$ cat src/rtl/tbird_pkg.sv
// tbird_pkg -- shared types and defaults for the turn-signal switch front end.
//
// Contents:
//   deb_state_t          2-bit debouncer FSM state
//   DEBOUNCE_CYCLES_DEF  default number of confirming samples (beyond the first)
//   SYNC_STAGES_DEF      default input synchronizer depth
package tbird_pkg;

    typedef enum logic [1:0] {
        STABLE_LO = 2'b00,
        WAIT_HI   = 2'b01,
        STABLE_HI = 2'b10,
        WAIT_LO   = 2'b11
    } deb_state_t;

    localparam int unsigned DEBOUNCE_CYCLES_DEF = 16;
    localparam int unsigned SYNC_STAGES_DEF     = 2;

endpackage

$ cat src/rtl/sw_debounce_chan.sv
// sw_debounce_chan -- one switch channel: synchronizer, debounce FSM, counter.
//
// Ports:
//   clk    rising-edge clock
//   rst_n  synchronous active-low reset
//   raw    asynchronous bouncing contact
//   level  debounced level (registered state decode, no path from raw)
//   rise   one-cycle pulse on an accepted 0->1 change
//
// Macro SW_DEBOUNCE_RISE_EN: when defined, rise is generated; otherwise it is
// tied low and no edge-detect flop exists.
module sw_debounce_chan
    import tbird_pkg::*;
#(
    parameter int unsigned DEBOUNCE_CYCLES = DEBOUNCE_CYCLES_DEF,
    parameter int unsigned SYNC_STAGES     = SYNC_STAGES_DEF
) (
    input  logic clk,
    input  logic rst_n,
    input  logic raw,
    output logic level,
    output logic rise
);

    localparam int unsigned CW = $clog2(DEBOUNCE_CYCLES);
    localparam logic [CW-1:0] CNT_LAST = CW'(DEBOUNCE_CYCLES - 1);

    logic [SYNC_STAGES-1:0] sync;
    logic                   s;
    deb_state_t             state, state_nxt;
    logic [CW-1:0]          cnt, cnt_nxt;

    assign s = sync[SYNC_STAGES-1];

    always_ff @(posedge clk) begin
        if (!rst_n) begin
            sync  <= '0;
            state <= STABLE_LO;
            cnt   <= '0;
        end else begin
            sync  <= {sync[SYNC_STAGES-2:0], raw};
            state <= state_nxt;
            cnt   <= cnt_nxt;
        end
    end

    // Counter defaults to 0, so it is cleared on every exit from a WAIT state
    // and held at 0 in both STABLE states; it only advances while confirming.
    always_comb begin
        state_nxt = state;
        cnt_nxt   = '0;
        unique case (state)
            STABLE_LO: if (s) state_nxt = WAIT_HI;
            WAIT_HI: begin
                if (!s)                  state_nxt = STABLE_LO;
                else if (cnt == CNT_LAST) state_nxt = STABLE_HI;
                else                     cnt_nxt   = cnt + 1'b1;
            end
            STABLE_HI: if (!s) state_nxt = WAIT_LO;
            WAIT_LO: begin
                if (s)                   state_nxt = STABLE_HI;
                else if (cnt == CNT_LAST) state_nxt = STABLE_LO;
                else                     cnt_nxt   = cnt + 1'b1;
            end
            default: state_nxt = STABLE_LO;
        endcase
    end

    assign level = (state == STABLE_HI) || (state == WAIT_LO);

`ifdef SW_DEBOUNCE_RISE_EN
    // Registered from the acceptance transition so the pulse lines up with
    // the first cycle level reads 1.
    logic rise_q;

    always_ff @(posedge clk) begin
        if (!rst_n) rise_q <= 1'b0;
        else        rise_q <= (state == WAIT_HI) && (state_nxt == STABLE_HI);
    end

    assign rise = rise_q;
`else
    assign rise = 1'b0;
`endif

endmodule

$ cat src/rtl/sw_debounce.sv
// sw_debounce -- three independent debounced switch channels.
//
// Ports:
//   CLK      rising-edge clock
//   RST_N    synchronous active-low reset
//   SW_RAW   [2:0] asynchronous bouncing contacts, bit i -> channel i
//   SW0..SW2 debounced levels of channels 0..2
//   SW_RISE  [2:0] one-cycle accepted-rise pulse per channel
//
// Macro SW_DEBOUNCE_RISE_EN enables SW_RISE; without it SW_RISE reads 3'b000.
module sw_debounce
    import tbird_pkg::*;
#(
    parameter int unsigned DEBOUNCE_CYCLES = DEBOUNCE_CYCLES_DEF,
    parameter int unsigned SYNC_STAGES     = SYNC_STAGES_DEF
) (
    input  logic       CLK,
    input  logic       RST_N,
    input  logic [2:0] SW_RAW,
    output logic       SW0,
    output logic       SW1,
    output logic       SW2,
    output logic [2:0] SW_RISE
);

    sw_debounce_chan #(
        .DEBOUNCE_CYCLES (DEBOUNCE_CYCLES),
        .SYNC_STAGES     (SYNC_STAGES)
    ) u_chan0 (
        .clk   (CLK),
        .rst_n (RST_N),
        .raw   (SW_RAW[0]),
        .level (SW0),
        .rise  (SW_RISE[0])
    );

    sw_debounce_chan #(
        .DEBOUNCE_CYCLES (DEBOUNCE_CYCLES),
        .SYNC_STAGES     (SYNC_STAGES)
    ) u_chan1 (
        .clk   (CLK),
        .rst_n (RST_N),
        .raw   (SW_RAW[1]),
        .level (SW1),
        .rise  (SW_RISE[1])
    );

    sw_debounce_chan #(
        .DEBOUNCE_CYCLES (DEBOUNCE_CYCLES),
        .SYNC_STAGES     (SYNC_STAGES)
    ) u_chan2 (
        .clk   (CLK),
        .rst_n (RST_N),
        .raw   (SW_RAW[2]),
        .level (SW2),
        .rise  (SW_RISE[2])
    );

endmodule

$ cat config.mk
export PLATFORM = sky130hd
export DESIGN_NAME = sw_debounce
export DESIGN_NICKNAME = d
export VERILOG_FILES = /design/src/rtl/tbird_pkg.sv /design/src/rtl/sw_debounce_chan.sv /design/src/rtl/sw_debounce.sv
export SDC_FILE = /design/constraint.sdc
export NUM_CORES = 1
export LEC_CHECK = 0
export CAP_MARGIN = 20
export CORE_UTILIZATION = 40
export DETAILED_ROUTE_END_ITERATION = 8
export HOLD_SLACK_MARGIN = 0.05
export PLACE_DENSITY = 0.71
export SYNTH_ARGS = -nofsm -noshare
export SYNTH_HDL_FRONTEND = slang
export SYNTH_SLANG_ARGS = --single-unit
$ cat constraint.sdc
create_clock -name CLK -period 2.92 [get_ports CLK]
set_input_delay 0.584 -clock CLK [delete_from_list [all_inputs] [get_ports CLK]]
set_output_delay 0.584 -clock CLK [all_outputs]
set_load 0.05 [all_outputs]
==> flow_summary.json <==
{
  "power.internal_mw": 0.3890,
  "drt-wirelength-per-cell_um": 10.41,
  "grt_first_pass_wirelength_um": 2387,
  "antenna_found_initial": 0,
  "grt-ovfl-total": 0,
  "ios": 11,
  "crit_chain": "clkdlybuf4s50_1",
  "path_class": "reg2out",
  "drive_gt1_share_pct": 6.250,
  "vias_per_cell": 4.821,
  "netlist_area_um2": 902.1,
  "finish.utilization_pct": 48.65,
  "hold_viol": 0,
  "path_clk_slew_ps": 110,
  "ir_drop_mv": 0.3321,
  "critPathMaxStageDelay_ps": 820,
  "post_cts_buffers": 0,
  "clkSinkCount": 24,
  "power_density_nw_per_um2": 496.0,
  "fill_cells": 199,
  "switching_share_pct": 21.07,
  "crit_path_start_kind": "flop",
  "antenna_cells": 0,
  "num_vias": 593,
  "start_util_pct": 44.18,
  "clk_latency_ps": 310,
  "finalSetupViolations": 0,
  "worstPathRequired_ps": 2340,
  "htreeDepth": 1,
  "final.setup.tns_ps": 0,
  "grtUsageMet3_pct": 1.852,
  "top_usage_layer": "met2",
  "cp_top_family": "buffers and inverters",
  "syn_inst": 91,
  "seq_area_frac_synth_pct": 53.26,
  "layout.nets": 106,
  "hp-class": "reg2reg",
  "status": "finished, final reports clean",
  "clockPowerShare_pct": 27.7,
  "syn_area_per_cell_um2": 9.913,
  "grt_max_degree": 17,
  "cts_resized": 0,
  "io_buffer_count": 7,
  "numCtsBuffers": 3,
  "grt_util_met2_pct": 20.32,
  "hold_buffers": 0,
  "end_kind": "primary output",
  "cts.root.buffer_cell": "clkbuf_4",
  "hpwl_um": 955.9,
  "drc_errors": 0,
  "cp_slowest_cell": "clkdlybuf4s50_1",
  "drv_slew": 0,
  "track_usage_pct": 12.82,
  "cts_tree": "done",
  "ant_nets": 0,
  "fin_worst_skew_ps": 0.8634,
  "fp-row-count": 16,
  "synth_seq_cells": 24,
  "coreArea_um2": 2042,
  "first_pass_iters": 3,
  "drv_cap": 0,
  "post-route-min-period_ps": 2101,
  "arrival_ps": 1520,
  "power_switching_mw": 0.1038,
  "post-route-period-util_pct": 71.96,
  "ys_warn_count": 0,
  "fmax_mhz": 475.9,
  "met1_usage_pct": 15.49,
  "fp.dieW_um": 49.49,
  "grt_pass1_vias": 598,
  "seq_power_share_pct": 67.9,
  "clockBufferDepth": 2,
  "totalWireLength_um": 1280,
  "die_y_um": 49.49,
  "gp_congestion": 0.6948,
  "cp_max_fo": 3,
  "p_comb_share_pct": 4.4,
  "dr.first_iter.drc_count": 7,
  "yosysUniqueCellTypes": 23,
  "grt_setup_unrepaired": "false",
  "die_area_um2": 2449,
  "area.growth.synth_to_final_pct": 10.12,
  "worst-path-buf-inv": 1,
  "p_leak_nw": 0.3924
}
## Yosys cell counts, drive strengths merged
| library cell | instances | area [µm²] |
|---|---|---|
| a21oi | 6 | 30.03 |
| a311oi | 1 | 15.01 |
| and2 | 6 | 37.54 |
| and3 | 3 | 20.02 |
| buf | 3 | 22.52 |
| clkbuf | 3 | 11.26 |
| conb | 1 | 3.750 |
| dfxtp | 24 | 480.5 |
| dlygate4sd1 | 1 | 8.760 |
| ha | 3 | 37.54 |
| inv | 6 | 22.52 |
| mux2i | 2 | 20.02 |
| nand2 | 2 | 7.510 |
| nand3 | 4 | 25.02 |
| nand4 | 3 | 18.77 |
| nand4b | 3 | 26.28 |
| nor2 | 8 | 30.03 |
| nor2b | 2 | 12.51 |
| o21ai | 4 | 20.02 |
| xnor2 | 2 | 17.52 |
| xor2 | 4 | 35.03 |
## placed cells by master (no fill, tap or decap)
master and count:
and2_1 6, o21ai_0 4, nor2_1 8, conb_1 3
nand4_1 3, and3_2 1, a311oi_2 1, ha_1 3
nand3_2 1, mux2i_1 2, nand3_1 3, a21oi_1 6
and3_1 2, clkbuf_4 3, clkdlybuf4s50_1 7, nand4b_1 3
dfxtp_1 24, xnor2_1 2, nand2_1 2, inv_1 6
xor2_1 4, nor2b_1 2
## power groups by stage
stage | Combinational (mW) | Sequential, mW | Clock, mW
2_1_floorplan | 0.0178 | 0.342 | 0
3_3_place_gp | 0.0211 | 0.342 | 0
3_5_place_dp | 0.0215 | 0.342 | 0
4_1_cts | 0.0216 | 0.335 | 0.141
5_1_grt | 0.0233 | 0.335 | 0.154
6_report | 0.0216 | 0.335 | 0.137
## metrics by stage
stage	area [µm²]	total power [mW]	hold slack [ps]	setup slack [ps]	cells
after floorplan	909.6	0.3594	411.9	1501	93
after global placement	970.9	0.3631	414.6	1100	120
after detailed placement	970.9	0.3636	426.4	1040	120
after CTS	993.5	0.4972	454.7	808.8	123
after global routing	993.5	0.5123	476.1	774.3	123
final	993.5	0.4928	446.9	818.9	123
## final cells by class
class	count	area [µm²]	area share, %
inverter	6	22.52	2.267
sequential	24	480.5	48.36
clock buffer	3	22.52	2.267
tap	27	33.78	3.401
timing repair buffer	7	70.07	7.053
multi-input combinational	56	364.1	36.65
## per-layer routing
metal  vias up  share of wire (%)
met2        13                 45
met1       268                 49
met4         0                3.6
li1        307                  -
met5         -                  0
met3         5                2.7
## worst paths after layout
check        depth (start not counted)       startpoint  slack, ps                to
max reg2reg                          3   u_chan0.cnt[0]       1740  u_chan0.state[0]
max                                  1             flop        820               SW0
min reg2reg                          1  u_chan1.sync[0]        450   u_chan1.sync[1]
min                                  1  u_chan1.sync[0]        450   u_chan1.sync[1]
## cell families after synthesis
group / synth area share [%]
other cells: 0.4157
xor+xnor: 5.825
flops: 53.26
mux: 2.219
fa+ha+maj: 4.161
simple gates: 19.70
compound gates: 7.212
buf+inv: 7.212
No activity file was read; power rests on OpenSTA's default activity.
